**src/rtl/momentum_pkg.sv**
```systemverilog
// Shared widths, object index constants and small helpers for the
// momentum engine scheduler.
package momentum_pkg;
   localparam int DEF_N_OBJ = 4;
   localparam int DEF_X_W   = 11;
   localparam int DEF_Y_W   = 10;
   localparam int DEF_ST_W  = 4;

   // Upper bound on the number of multiplexed objects.
   localparam int MAX_OBJ = 16;

   // Fixed object slots.
   localparam int OBJ_PLAYER1 = 0;
   localparam int OBJ_PLAYER2 = 1;
   localparam int OBJ_CANNON  = 2;

   // Index of the highest set bit of a mask (0 when the mask is empty).
   function automatic logic [3:0] highest_set(input logic [MAX_OBJ-1:0] mask);
      highest_set = '0;
      for (int i = 0; i < MAX_OBJ; i++) begin
         if (mask[i]) highest_set = 4'(i);
      end
   endfunction
endpackage

```
**src/rtl/momentum_scheduler_rr_next_active.sv**
```systemverilog
// Wrap-around search for the next active object after the current pointer.
// When only the current object is active the search lands back on it.
module rr_next_active
   import momentum_pkg::*;
#(
   parameter int N = DEF_N_OBJ,
   parameter int W = $clog2(DEF_N_OBJ)
) (
   input  logic [N-1:0] mask,
   input  logic [W-1:0] ptr,
   output logic [W-1:0] next,
   output logic         found
);

   // Scan offsets from farthest to nearest so the nearest active index wins.
   always_comb begin
      next  = ptr;
      found = 1'b0;
      for (int off = N; off >= 1; off--) begin
         if (mask[(int'(ptr) + off) % N]) begin
            next  = W'((int'(ptr) + off) % N);
            found = 1'b1;
         end
      end
   end

endmodule

```
**src/rtl/momentum_scheduler.sv**
```systemverilog
// Round-robin time-multiplexer in front of the shared momentum engine.
// Issues one active object per cycle, tags it, and routes the engine's
// result back to that object's state slot LAT cycles later.
module momentum_scheduler
   import momentum_pkg::*;
#(
   parameter int N_OBJ = DEF_N_OBJ,
   parameter int X_W   = DEF_X_W,
   parameter int Y_W   = DEF_Y_W,
   parameter int ST_W  = DEF_ST_W,
   parameter int LAT   = 2,
   parameter int ID_W  = $clog2(N_OBJ)
) (
   input  logic                  clk_slow,
   input  logic                  rst,
   input  logic [N_OBJ*X_W-1:0]  obj_x,
   input  logic [N_OBJ*Y_W-1:0]  obj_y,
   input  logic [N_OBJ-1:0]      obj_active,
   input  logic                  pause,
   output logic [X_W-1:0]        object_x,
   output logic [Y_W-1:0]        object_y,
   output logic                  object_valid,
   output logic [ID_W-1:0]       object_id,
   input  logic [ST_W-1:0]       object_state,
   output logic [N_OBJ*ST_W-1:0] obj_state,
   output logic [N_OBJ-1:0]      obj_state_valid,
   output logic                  frame_done
);

   logic [ID_W-1:0] ptr;
   logic [ID_W-1:0] next_idx;
   logic            found;
   logic [ID_W-1:0] top_idx;

   // Tag pipeline: stage LAT-1 lines up with the engine result.
   logic [LAT-1:0]  tag_valid;
   logic [ID_W-1:0] tag_id [LAT];
   logic            ret_valid;
   logic [ID_W-1:0] ret_id;

   rr_next_active #(
      .N(N_OBJ),
      .W(ID_W)
   ) u_search (
      .mask (obj_active),
      .ptr  (ptr),
      .next (next_idx),
      .found(found)
   );

   assign top_idx   = ID_W'(highest_set(MAX_OBJ'(obj_active)));
   assign ret_valid = tag_valid[LAT-1];
   assign ret_id    = tag_id[LAT-1];

   // Issue stage: present the next active object, or idle holding position.
   always_ff @(posedge clk_slow or posedge rst) begin
      if (rst) begin
         ptr          <= ID_W'(N_OBJ - 1);
         object_x     <= '0;
         object_y     <= '0;
         object_id    <= '0;
         object_valid <= 1'b0;
         frame_done   <= 1'b0;
      end else if (!pause && found) begin
         ptr          <= next_idx;
         object_x     <= obj_x[next_idx*X_W +: X_W];
         object_y     <= obj_y[next_idx*Y_W +: Y_W];
         object_id    <= next_idx;
         object_valid <= 1'b1;
         frame_done   <= (next_idx == top_idx);
      end else begin
         object_valid <= 1'b0;
         frame_done   <= 1'b0;
      end
   end

   // Shift {valid,id} down the tag pipeline every cycle.
   always_ff @(posedge clk_slow or posedge rst) begin
      if (rst) begin
         tag_valid <= '0;
         for (int i = 0; i < LAT; i++) tag_id[i] <= '0;
      end else begin
         tag_valid[0] <= object_valid;
         tag_id[0]    <= object_id;
         for (int i = 1; i < LAT; i++) begin
            tag_valid[i] <= tag_valid[i-1];
            tag_id[i]    <= tag_id[i-1];
         end
      end
   end

   // Return path: accept the result for still-active objects, drop otherwise.
   always_ff @(posedge clk_slow or posedge rst) begin
      if (rst) begin
         obj_state       <= '0;
         obj_state_valid <= '0;
      end else begin
         obj_state_valid <= '0;
         if (ret_valid && obj_active[ret_id]) begin
            obj_state[ret_id*ST_W +: ST_W] <= object_state;
            obj_state_valid[ret_id]        <= 1'b1;
         end
      end
   end

endmodule
```
**config.mk**
```make
export PLATFORM = sky130hd
export DESIGN_NAME = momentum_scheduler
export DESIGN_NICKNAME = d
export VERILOG_FILES = /design/src/rtl/momentum_pkg.sv /design/src/rtl/momentum_scheduler_rr_next_active.sv /design/src/rtl/momentum_scheduler.sv
export SDC_FILE = /design/constraint.sdc
export NUM_CORES = 1
export LEC_CHECK = 0
export ABC_AREA = 1
export ABC_CLOCK_PERIOD_IN_PS = 3300
export CAP_MARGIN = 10
export CORE_MARGIN = 2
export CORE_UTILIZATION = 46
export CTS_CLUSTER_DIAMETER = 80
export DETAILED_ROUTE_END_ITERATION = 12
export PLACE_DENSITY_LB_ADDON = 0.1
export SLEW_MARGIN = 10
export SYNTH_ARGS = -nofsm -noshare
export SYNTH_HDL_FRONTEND = slang
export SYNTH_SLANG_ARGS = --single-unit
```
**constraint.sdc**
```tcl
create_clock -name clk_slow -period 3.3 [get_ports clk_slow]
set_clock_uncertainty 0.2 [all_clocks]
set_input_delay 0.66 -clock clk_slow [delete_from_list [all_inputs] [get_ports clk_slow]]
set_output_delay 0.66 -clock clk_slow [all_outputs]
set_load 0.02 [all_outputs]
```
==> results of run 1 <==
[cell usage in the layout (no fill, tap or decap), types with 2 or more instances in the layout]
| cell | netlist | final |
|---|---|---|
| clkbuf_8 | 0 | 5 |
| dfrtp_1 | 51 | 51 |
| inv_2 | 5 | 6 |
| o21ai_0 | 21 | 21 |
| a21oi_1 | 3 | 3 |
| ha_1 | 7 | 7 |
| nand4_1 | 5 | 5 |
| nand2_4 | 2 | 2 |
| o21a_1 | 3 | 3 |
| buf_4 | 5 | 9 |
| nand2_1 | 131 | 131 |
| inv_1 | 73 | 72 |
| nor3_1 | 2 | 2 |
| dfstp_2 | 2 | 2 |
| clkdlybuf4s50_1 | 0 | 139 |
| or2_1 | 12 | 12 |
| nor2_2 | 3 | 3 |
| nand2_2 | 3 | 3 |
| nand3_1 | 71 | 71 |
| o211ai_2 | 10 | 10 |
| nor2_1 | 10 | 10 |
| o211ai_1 | 3 | 3 |
[cell families after synthesis]
| kind of cell | count (synthesis) |
|---|---|
| and+or+nand+nor | 242 |
| buffers and inverters | 98 |
| DFF | 53 |
| AOI/OAI and AO/OA | 42 |
| adders and majority gates | 7 |
| xor gates and xnor gates | 1 |
[worst max-delay path by stage]
stage / startpoint / end / slack (ns) / cells past startpoint
finish: obj_active[3] / object_y[9]$_DFFE_PP0P_ / 0.70 / 15
global route: obj_active[3] / object_x[6]$_DFFE_PP0P_ / 0.51 / 15
CTS: obj_active[3] / object_y[9]$_DFFE_PP0P_ / 0.70 / 15
detailed placement: obj_active[3] / object_y[9]$_DFFE_PP0P_ / 0.38 / 15
global placement: obj_active[3] / object_x[6]$_DFFE_PP0P_ / 0.47 / 15
floorplan: rst / frame_done$_DFF_PP0_ / 1.16 / 1
[sequential cells by signal, summed over array words and instances, names as in the netlist]
name             flops
ret_id               2
object_id            2
frame_done           1
tag_id               2
object_y            10
tag_valid            2
obj_state_valid      4
obj_state           16
ptr                  2
object_valid         1
object_x            11
[layout make-up]
| cell class | count | area, um2 |
|---|---|---|
| clock buffer | 5 | 68.8 |
| fill | 562 | 1990 |
| sequential | 53 | 1330 |
| timing repair buffer | 149 | 1480 |
| inverter | 79 | 299 |
| clock inverter | 3 | 25.0 |
| multi-input combinational | 292 | 1480 |
| tap | 96 | 120 |
[critical path, delay by kind of cell]
kind / cells / cell delay, ns
AOI/OAI and AO/OA: 1 / 0.17
buffers and inverters: 3 / 0.85
and+or+nand+nor: 11 / 0.92
[power breakdown]
group / leakage (nW) / internal, mW / switching (mW)
Clock: 0.0447 / 0.154 / 0.233
Combinational: 1.71 / 1.24 / 1.78
Sequential: 0.667 / 0.949 / 0.197
[per-stage QoR]
| step | util [%] | hold WS (ns) | instance area [um2] |
|---|---|---|---|
| 2_1_floorplan | - | 0.131 | 3240 |
| 3_3_place_gp | 69.3 | 0.133 | 4710 |
| 3_5_place_dp | 69.3 | 0.136 | 4710 |
| 4_1_cts | 70.7 | 0.152 | 4800 |
| 5_1_grt | 70.7 | 0.172 | 4800 |
| 6_report | 70.7 | 0.155 | 4800 |
[layer usage]
layer / up-vias / global-route usage [%] / wire, um
li1: 1657 / - / -
met4: 0 / 6.99 / 156
met1: 1474 / 29.8 / 3630
met5: - / 0 / 0
met2: 109 / 37.4 / 4040
met3: 14 / 5.56 / 533
==> metrics.cfg, run 1 <==
[logic_synthesis]
avgSynthCellArea_um2=7.30
synth-async-reset-ratio_pct=100
synth_common_cells=131 x nand2_1, 73 x inv_1, 71 x nand3_1
yosys.area.top_type_share_pct=39.4
synth-compound-area-share_pct=9.32
synth_warnings=0
synthAdderAreaFrac_pct=2.71
synth_edf_count=0
synth-seq-area-share_pct=41.1
netlist_instances=443
synth-xor-area-share_pct=0.271
ys_ff_latch=53
yosysTopAreaCell=dfrtp_1
synth_top_family_by_area=simple AND/OR/NAND/NOR gates
synth_fp_nets=545
yosys.area_share.simple_pct=33.5
synthMuxAreaShare_pct=0
syn_area_um2=3240
ys.flop_type=dfrtp_1
yosys-top-cells-area=dfrtp_1 39%, nand2_1 15%, nand3_1 11%
yosysMostFrequentCell=nand2_1
synthDistinctLibCells=30

[clock_tree]
post_cts_resize_count=0
insertion_delay_ns=0.30
cts_buffer_depth=2
cts_max_level=2
cts_inserted_buffers=5
cts_sinks=53
clockRootBuffer=clkbuf_8
cts_tree=done
postCtsHoldBufs=0
clk_pin_slew_worst_paths_ns=0.10
post-cts-setup-buffers=0

[setup_path]
cp.arrival_ns=2.61
critPathKind=primary input to register
reg2reg_depth=14
endpoint_kind=register
cpMaxStageDelayCell=clkdlybuf4s50_1
cp_cell_sequence=clkdlybuf4s50_1, inv_1, o21ai_1, nand2_1, nand2_1, nand2_2, nand2_2, nand2_4, nand2_4, buf_4, nand2_1, nand3_1, nand2_1, nand2_1, nand2_1
slowest_delay_ns=0.52
regToRegSetupSlack_ns=0.93
required_ns=3.31
cpMostUsedCell=nand2_1
start_kind=primary input
worstPathMaxFanout=30
worstReg2RegStart=ptr[0]$_DFFE_PP1P_
r2r_end=object_y[9]$_DFFE_PP0P_

[timing]
finalCritPeriodShare_pct=78.9
rsz0062_at_grt=false
min_period_ns=2.60
setup_viol=0
max-slew-margin-rel_pct=55.3
hold_viol=0
final.setup.tns_ns=0
fmax_ghz=0.384
setup_slack_ns=0.696
tightest_slew_ns=0.670
slew_violations=0

[finish]
stdcell_count=677
n_antenna_cell=0
synthToLayoutAreaGrowth_pct=48.5
nets=682
drive_gt1_share_pct=7.92

[floorplan]
fp.dieW_um=87.9
ios=140
core_um2=6790
initial_core_util_pct=47.6
die_area_um2=7720
rows=30
fp.dieH_um=87.9

[outcome]
status=finished clean

[min_path]
min-delay-start=tag_valid[0]$_DFF_PP0_
holdPathStages=0
min_to=tag_valid[1]$_DFF_PP0_
hold_class=register to register

[drt]
totalWireLength_mm=8.37
drt_iter0_markers=163
drtAntennaViolNets=0
detail_route.first_pass.iterations=4
vias_per_cell=4.81
vias=3254
drc=0
post_drt_wl_per_cell_um=12.4

[placement]
pre_cts_ws_ns=0.378
gp_congestion=0.866
dp_hpwl_mm=6.36
port_buffers=139
numPlacedInstances=669

[power_and_ir_drop]
peakVddDrop_v=0.000450
power.leakage_nw=2.42
powerDensity_nw_per_um2=947
finalPower_mw=4.55

[grt]
grt_start_max_net_pins=54
overflow=0
grt_pass1_vias=3126
grt_usage_pct=22.8
grt_pass1_wl_mm=14.0
antenna_found_initial=0

[run]
max_cap_viol_count=0

Power figures use the tool's default switching activity.
==> inputs of run 2 (changes only) <==
- ABC_CLOCK_PERIOD_IN_PS: 3300 -> 2450
- CORE_UTILIZATION: 46 -> 43
- clock period: 3.3 -> 2.45 ns (I/O delays scaled with it)
==> metrics.cfg, run 2 (synthesis gave the netlist of run 1 again) <==
[drt]
totalWireLength_mm=8.43  ; +0.81%
drtAntennaViolNets=0  ; unchanged
drc=0  ; unchanged
drt_iter0_markers=96  ; -41%
vias_per_cell=4.76  ; -0.90%
post_drt_wl_per_cell_um=12.2  ; -0.94%
vias=3282  ; +0.86%
detail_route.first_pass.iterations=4  ; unchanged

[finish]
final_area_um2=4910  ; +2.2%
n_antenna_cell=0  ; unchanged
synthToLayoutAreaGrowth_pct=51.8
final_cell_mix=139 x clkdlybuf4s50_1, 131 x nand2_1, 72 x inv_1
largest_registers=obj_state (16), object_x (11), object_y (10)
top_register=obj_state
final_util_pct=67.7  ; -3.0 points
final_common_cell=clkdlybuf4s50_1
drive_gt1_share_pct=9.15  ; +1.2 points
largest_reg_flops=16  ; unchanged
nets=691  ; +1.3%

[setup_path]
critPathKind=primary input to register
regToRegSetupSlack_ns=0.24  ; -0.69 ns
required_ns=2.45  ; -0.86 ns
r2r_end=object_y[1]$_DFFE_PP0P_
worstPathMaxFanout=14  ; -53%
cp.arrival_ns=2.26  ; -0.35 ns
endpoint_kind=register
worstReg2RegStart=ptr[0]$_DFFE_PP1P_
start_kind=primary input
reg2reg_depth=14  ; unchanged

[clock_tree]
cts_tree=done
insertion_delay_ns=0.30  ; about the same
cts_buffer_depth=2  ; unchanged
cts_sinks=53  ; unchanged
clockRootBuffer=clkbuf_8
post-cts-setup-buffers=0  ; unchanged
clk_pin_slew_worst_paths_ns=0.09  ; about the same
cts_max_level=2  ; unchanged
post_cts_resize_count=0  ; unchanged
cts_inserted_buffers=5  ; unchanged
postCtsHoldBufs=0  ; unchanged

[timing]
setup_viol=0  ; unchanged
whs_ns=0.153  ; -0.00219 ns
tightest_slew_ns=0.426  ; -0.244 ns
finalCritPeriodShare_pct=92.3
max-slew-margin-rel_pct=71.4  ; +16 points
min_period_ns=2.26
hold_viol=0  ; unchanged
setup_slack_ns=0.189  ; -0.507 ns
fmax_ghz=0.442
slew_violations=0  ; unchanged
rsz0062_at_grt=false

[grt]
grt.busiest_layer=met2
globalRouteMet3Util_pct=4.67  ; -0.89 points
grt_pass1_wl_mm=14.7  ; +5.1%
overflow=0  ; unchanged
grt_start_max_net_pins=37  ; -31%
met2_usage_pct=37.7  ; +0.29 points
grt_usage_pct=21.5  ; -1.2 points
grt_pass1_vias=3303  ; +5.7%
use_met1_pct=26.8  ; -3.0 points
antenna_found_initial=0  ; unchanged

[floorplan]
rows=31  ; +3.3%
fp.dieH_um=90.7  ; +3.3%
ios=140  ; unchanged
die_area_um2=8230  ; +6.7%
core_um2=7250  ; +6.8%
fp.dieW_um=90.7  ; +3.3%
initial_core_util_pct=44.6  ; -3.0 points

[power_and_ir_drop]
switching_power_mw=2.99  ; +35%
p_int_mw=3.33  ; +42%
seqPwrFrac_pct=24.3  ; -0.9 points
switching_share_pct=47.3  ; -1.3 points
power.leakage_nw=2.47  ; +2.0%
comb_power_share_pct=67.9  ; +1.6 points
pwr-share-clk_pct=7.8  ; -0.7 points
peakVddDrop_v=0.000686  ; +53%
powerDensity_nw_per_um2=1290  ; +36%

[min_path]
holdPathStages=0  ; unchanged
min-delay-start=tag_id[3]$_DFF_PP0_
min_to=ret_id[1]$_DFF_PP0_
hold_class=register to register

[placement]
dp_hpwl_mm=6.66  ; +4.8%
port_buffers=139  ; unchanged
placed_cell_area_um2=4820  ; +2.3%
gp_congestion=0.871  ; +0.50%
pre_cts_ws_ns=-0.120  ; -0.498 ns

[run]
max_cap_viol_count=0  ; unchanged

[outcome]
status=finished clean

## run 2: worst max-delay path: stages
cell and delay, ns:
clkdlybuf4s50_1 0.49, inv_1 0.06, o21ai_1 0.18, nand2_1 0.10
nand2_1 0.10, nand2_2 0.08, nand2_2 0.07, nand2_4 0.05
nand2_4 0.10, buf_4 0.20, nand2_1 0.08, nand3_1 0.08
nand2_1 0.06, nand2_1 0.06, nand2_1 0.05
## run 2: stage by stage
| stage | std cells | setup TNS, ns | power [mW] |
|---|---|---|---|
| finish | 689 | 0 | 6.32 |
| global route | 689 | 0 | 6.92 |
| CTS | 689 | 0 | 6.36 |
| detailed placement | 681 | -1.60 | 5.85 |
| global placement | 681 | -0.645 | 5.76 |
| floorplan | 443 | 0 | 4.37 |
## run 2: final cells by class
type / count / area (um2)
fillers: 645 / 2340
clock inverters: 2 / 15.0
inverters: 79 / 299
multi-input cells: 292 / 1490
flip-flops and latches: 53 / 1330
well taps: 99 / 124
repair buffers: 158 / 1580
clock buffers: 6 / 72.6
## run 2: power by group through the flow
stage | clock network, mW | logic, mW | registers [mW]
final | 0.490 | 4.29 | 1.54
after CTS | 0.506 | 4.31 | 1.54
after floorplan | 0 | 2.47 | 1.90
after global placement | 0 | 4.21 | 1.55
after detailed placement | 0 | 4.30 | 1.55
after global routing | 0.548 | 4.77 | 1.60
## run 2: worst max-delay path by stage
| stage | slack (ns) | to | from | cells past startpoint |
|---|---|---|---|---|
| 6_report | 0.19 | object_y[1]$_DFFE_PP0P_ | obj_active[3] | 15 |
| 4_1_cts | 0.16 | object_y[8]$_DFFE_PP0P_ | ptr[0]$_DFFE_PP1P_ | 10 |
| 2_1_floorplan | 0.46 | object_x[0]$_DFFE_PP0P_ | ptr[0]$_DFFE_PP1P_ | 14 |
| 3_3_place_gp | -0.05 | object_x[9]$_DFFE_PP0P_ | obj_active[1] | 7 |
| 5_1_grt | 0.06 | object_x[3]$_DFFE_PP0P_ | obj_active[3] | 15 |
| 3_5_place_dp | -0.12 | object_y[1]$_DFFE_PP0P_ | obj_active[3] | 15 |
## run 2: routing by layer
layer	part of all wire, %	routed length [um]
met2	49	4150
met5	0	0
met1	43	3650
met4	1.6	136
met3	5.9	499
==> inputs of run 3 (changes only) <==
- PLACE_DENSITY: default -> 0.81
- PLACE_DENSITY_LB_ADDON: 0.1 -> default
==> metrics.cfg, run 3 (synthesis gave the netlist of run 1 again) <==
[placement]
port_buffers=139  ; unchanged
gp_congestion=0.894  ; +2.7%
dp_hpwl_mm=7.19  ; +7.9%
placed_cell_area_um2=4870  ; +1.1%
pre_cts_ws_ns=-0.147  ; -0.0275 ns

[setup_path]
slowest_delay_ns=0.49  ; about the same
cpMaxStageDelayCell=clkdlybuf4s50_1
path_buf_inv=3  ; unchanged
reg2reg_depth=14  ; unchanged
cpMostUsedCell=nand2_1
cp.arrival_ns=2.30  ; +0.04 ns
worstReg2RegStart=ptr[0]$_DFFE_PP1P_
required_ns=2.46  ; about the same
worstPathMaxFanout=16  ; +2
critPathKind=primary input to register
cp_top_family=simple AND/OR/NAND/NOR gates
r2r_end=object_y[3]$_DFFE_PP0P_
cp_cell_sequence=clkdlybuf4s50_1, inv_1, o21ai_1, nand2_1, nand2_1, nand2_2, nand2_2, nand2_4, nand2_4, buf_4, nand2_1, nand3_1, nand2_1, nand2_1, nand2_1
endpoint_kind=register
start_kind=primary input
regToRegSetupSlack_ns=0.19  ; -0.05 ns

[clock_tree]
clockRootBuffer=clkbuf_8
cts_max_level=2  ; unchanged
cts_inserted_buffers=5  ; unchanged
cts_tree=done
cts_buffer_depth=2  ; unchanged
cts_sinks=53  ; unchanged
clk_pin_slew_worst_paths_ns=0.09  ; about the same
insertion_delay_ns=0.31  ; about the same

[min_path]
min_to=tag_valid[1]$_DFF_PP0_
hold_class=register to register
min-delay-start=tag_valid[0]$_DFF_PP0_
holdPathStages=0  ; unchanged

[timing]
slew_violations=0  ; unchanged
rsz0062_at_grt=false
min_period_ns=2.30  ; +0.0352 ns
fmax_ghz=0.436  ; -1.5%
whs_ns=0.158  ; +0.00537 ns
hold_viol=0  ; unchanged
finalCritPeriodShare_pct=93.7  ; +1.4 points
tightest_slew_ns=0.448  ; +0.0218 ns
max-slew-margin-rel_pct=70.1  ; -1.3 points
setup_slack_ns=0.154  ; -0.0352 ns
setup_viol=0  ; unchanged

[floorplan]
fp.dieH_um=90.7  ; unchanged
initial_core_util_pct=44.6  ; unchanged
fp.dieW_um=90.7  ; unchanged
rows=31  ; unchanged
die_area_um2=8230  ; unchanged
ios=140  ; unchanged
core_um2=7250  ; unchanged

[power_and_ir_drop]
peakVddDrop_v=0.000787  ; +15%
powerDensity_nw_per_um2=1300  ; +0.71%
finalPower_mw=6.44  ; +1.9%
power.leakage_nw=2.52  ; +1.8%

[finish]
synthToLayoutAreaGrowth_pct=53.6
top_register=obj_state
drive_gt1_share_pct=10.5  ; +1.3 points
final_common_cell=clkdlybuf4s50_1
nets=701  ; +1.4%
largest_registers=obj_state (16), object_x (11), object_y (10)
final_util_pct=68.5  ; +0.81 points
final_cell_mix=139 x clkdlybuf4s50_1, 131 x nand2_1, 72 x inv_1
final_area_um2=4970  ; +1.2%
n_antenna_cell=0  ; unchanged
largest_reg_flops=16  ; unchanged

[drt]
vias_per_cell=4.85  ; +1.9%
vias=3393  ; +3.4%
post_drt_wl_per_cell_um=12.8  ; +4.9%
drc=0  ; unchanged
drt_iter0_markers=175  ; +82%
drtAntennaViolNets=0  ; unchanged
totalWireLength_mm=8.98  ; +6.4%
detail_route.first_pass.iterations=5  ; +1

[run]
max_cap_viol_count=0  ; unchanged

[grt]
antenna_found_initial=0  ; unchanged
grt_pass1_wl_mm=15.1  ; +3.1%
overflow=0  ; unchanged
grt_usage_pct=22.3  ; +0.80 points
grt_start_max_net_pins=31  ; -16%
grt_pass1_vias=3427  ; +3.8%

[outcome]
status=finished clean

==> run 3: cell count changes in the layout (fill, tap and decap cells not counted), sizes merged <==
cell | before | now
clkbuf | 6 | 7
buf | 19 | 29
clkinvlp | 2 | 1
==> run 3: metrics by stage <==
| step | cells | TNS, ns |
|---|---|---|
| 3_3_place_gp | 690 | -1.24 |
| 6_report | 699 | 0 |
| 4_1_cts | 698 | 0 |
| 2_1_floorplan | 443 | 0 |
| 3_5_place_dp | 690 | -2.69 |
| 5_1_grt | 699 | 0 |
==> run 3: how the worst max path moves through the flow <==
stage | start | endpoint | slack, ns | depth (start not counted)
4_1_cts | obj_active[3] | object_x[6]$_DFFE_PP0P_ | 0.16 | 15
6_report | obj_active[3] | object_y[3]$_DFFE_PP0P_ | 0.15 | 15
5_1_grt | obj_active[3] | object_y[3]$_DFFE_PP0P_ | 0.02 | 15
2_1_floorplan | ptr[0]$_DFFE_PP1P_ | object_x[0]$_DFFE_PP0P_ | 0.46 | 14
3_5_place_dp | obj_active[1] | object_x[5]$_DFFE_PP0P_ | -0.15 | 10
3_3_place_gp | obj_active[1] | object_y[7]$_DFFE_PP0P_ | -0.08 | 10
==> run 3: final cells by class <==
| cell class | count | area [um2] |
|---|---|---|
| Fill cell | 631 | 2280 |
| Sequential cell | 53 | 1330 |
| Tap cell | 99 | 124 |
| Clock buffer | 7 | 76.3 |
| Clock inverter | 1 | 7.51 |
| Multi-Input combinational cell | 292 | 1490 |
| Inverter | 79 | 299 |
| Timing Repair Buffer | 168 | 1650 |
==> run 3: timing repair <==
item,4_1_cts,5_1_grt
gates resized for setup,0,1
hold buffers,0,0
setup endpoints to repair,0,11
buffers inserted,0,1
==> run 3: routing by layer <==
layer	vias to the layer above	wire (um)	global-route usage [%]	share of wire, %
li1	1692	-	-	-
met3	16	508	3.67	5.7
met1	1558	3570	25.3	40
met4	0	197	8.85	2.2
met5	-	0	0	0
met2	127	4700	41.5	52
==> run 3: power breakdown <==
part | switching (mW) | total (mW) | internal, mW
Sequential | 0.270 | 1.55 | 1.28
Clock | 0.281 | 0.483 | 0.203
Combinational | 2.50 | 4.40 | 1.91
Total | 3.05 | 6.44 | 3.39
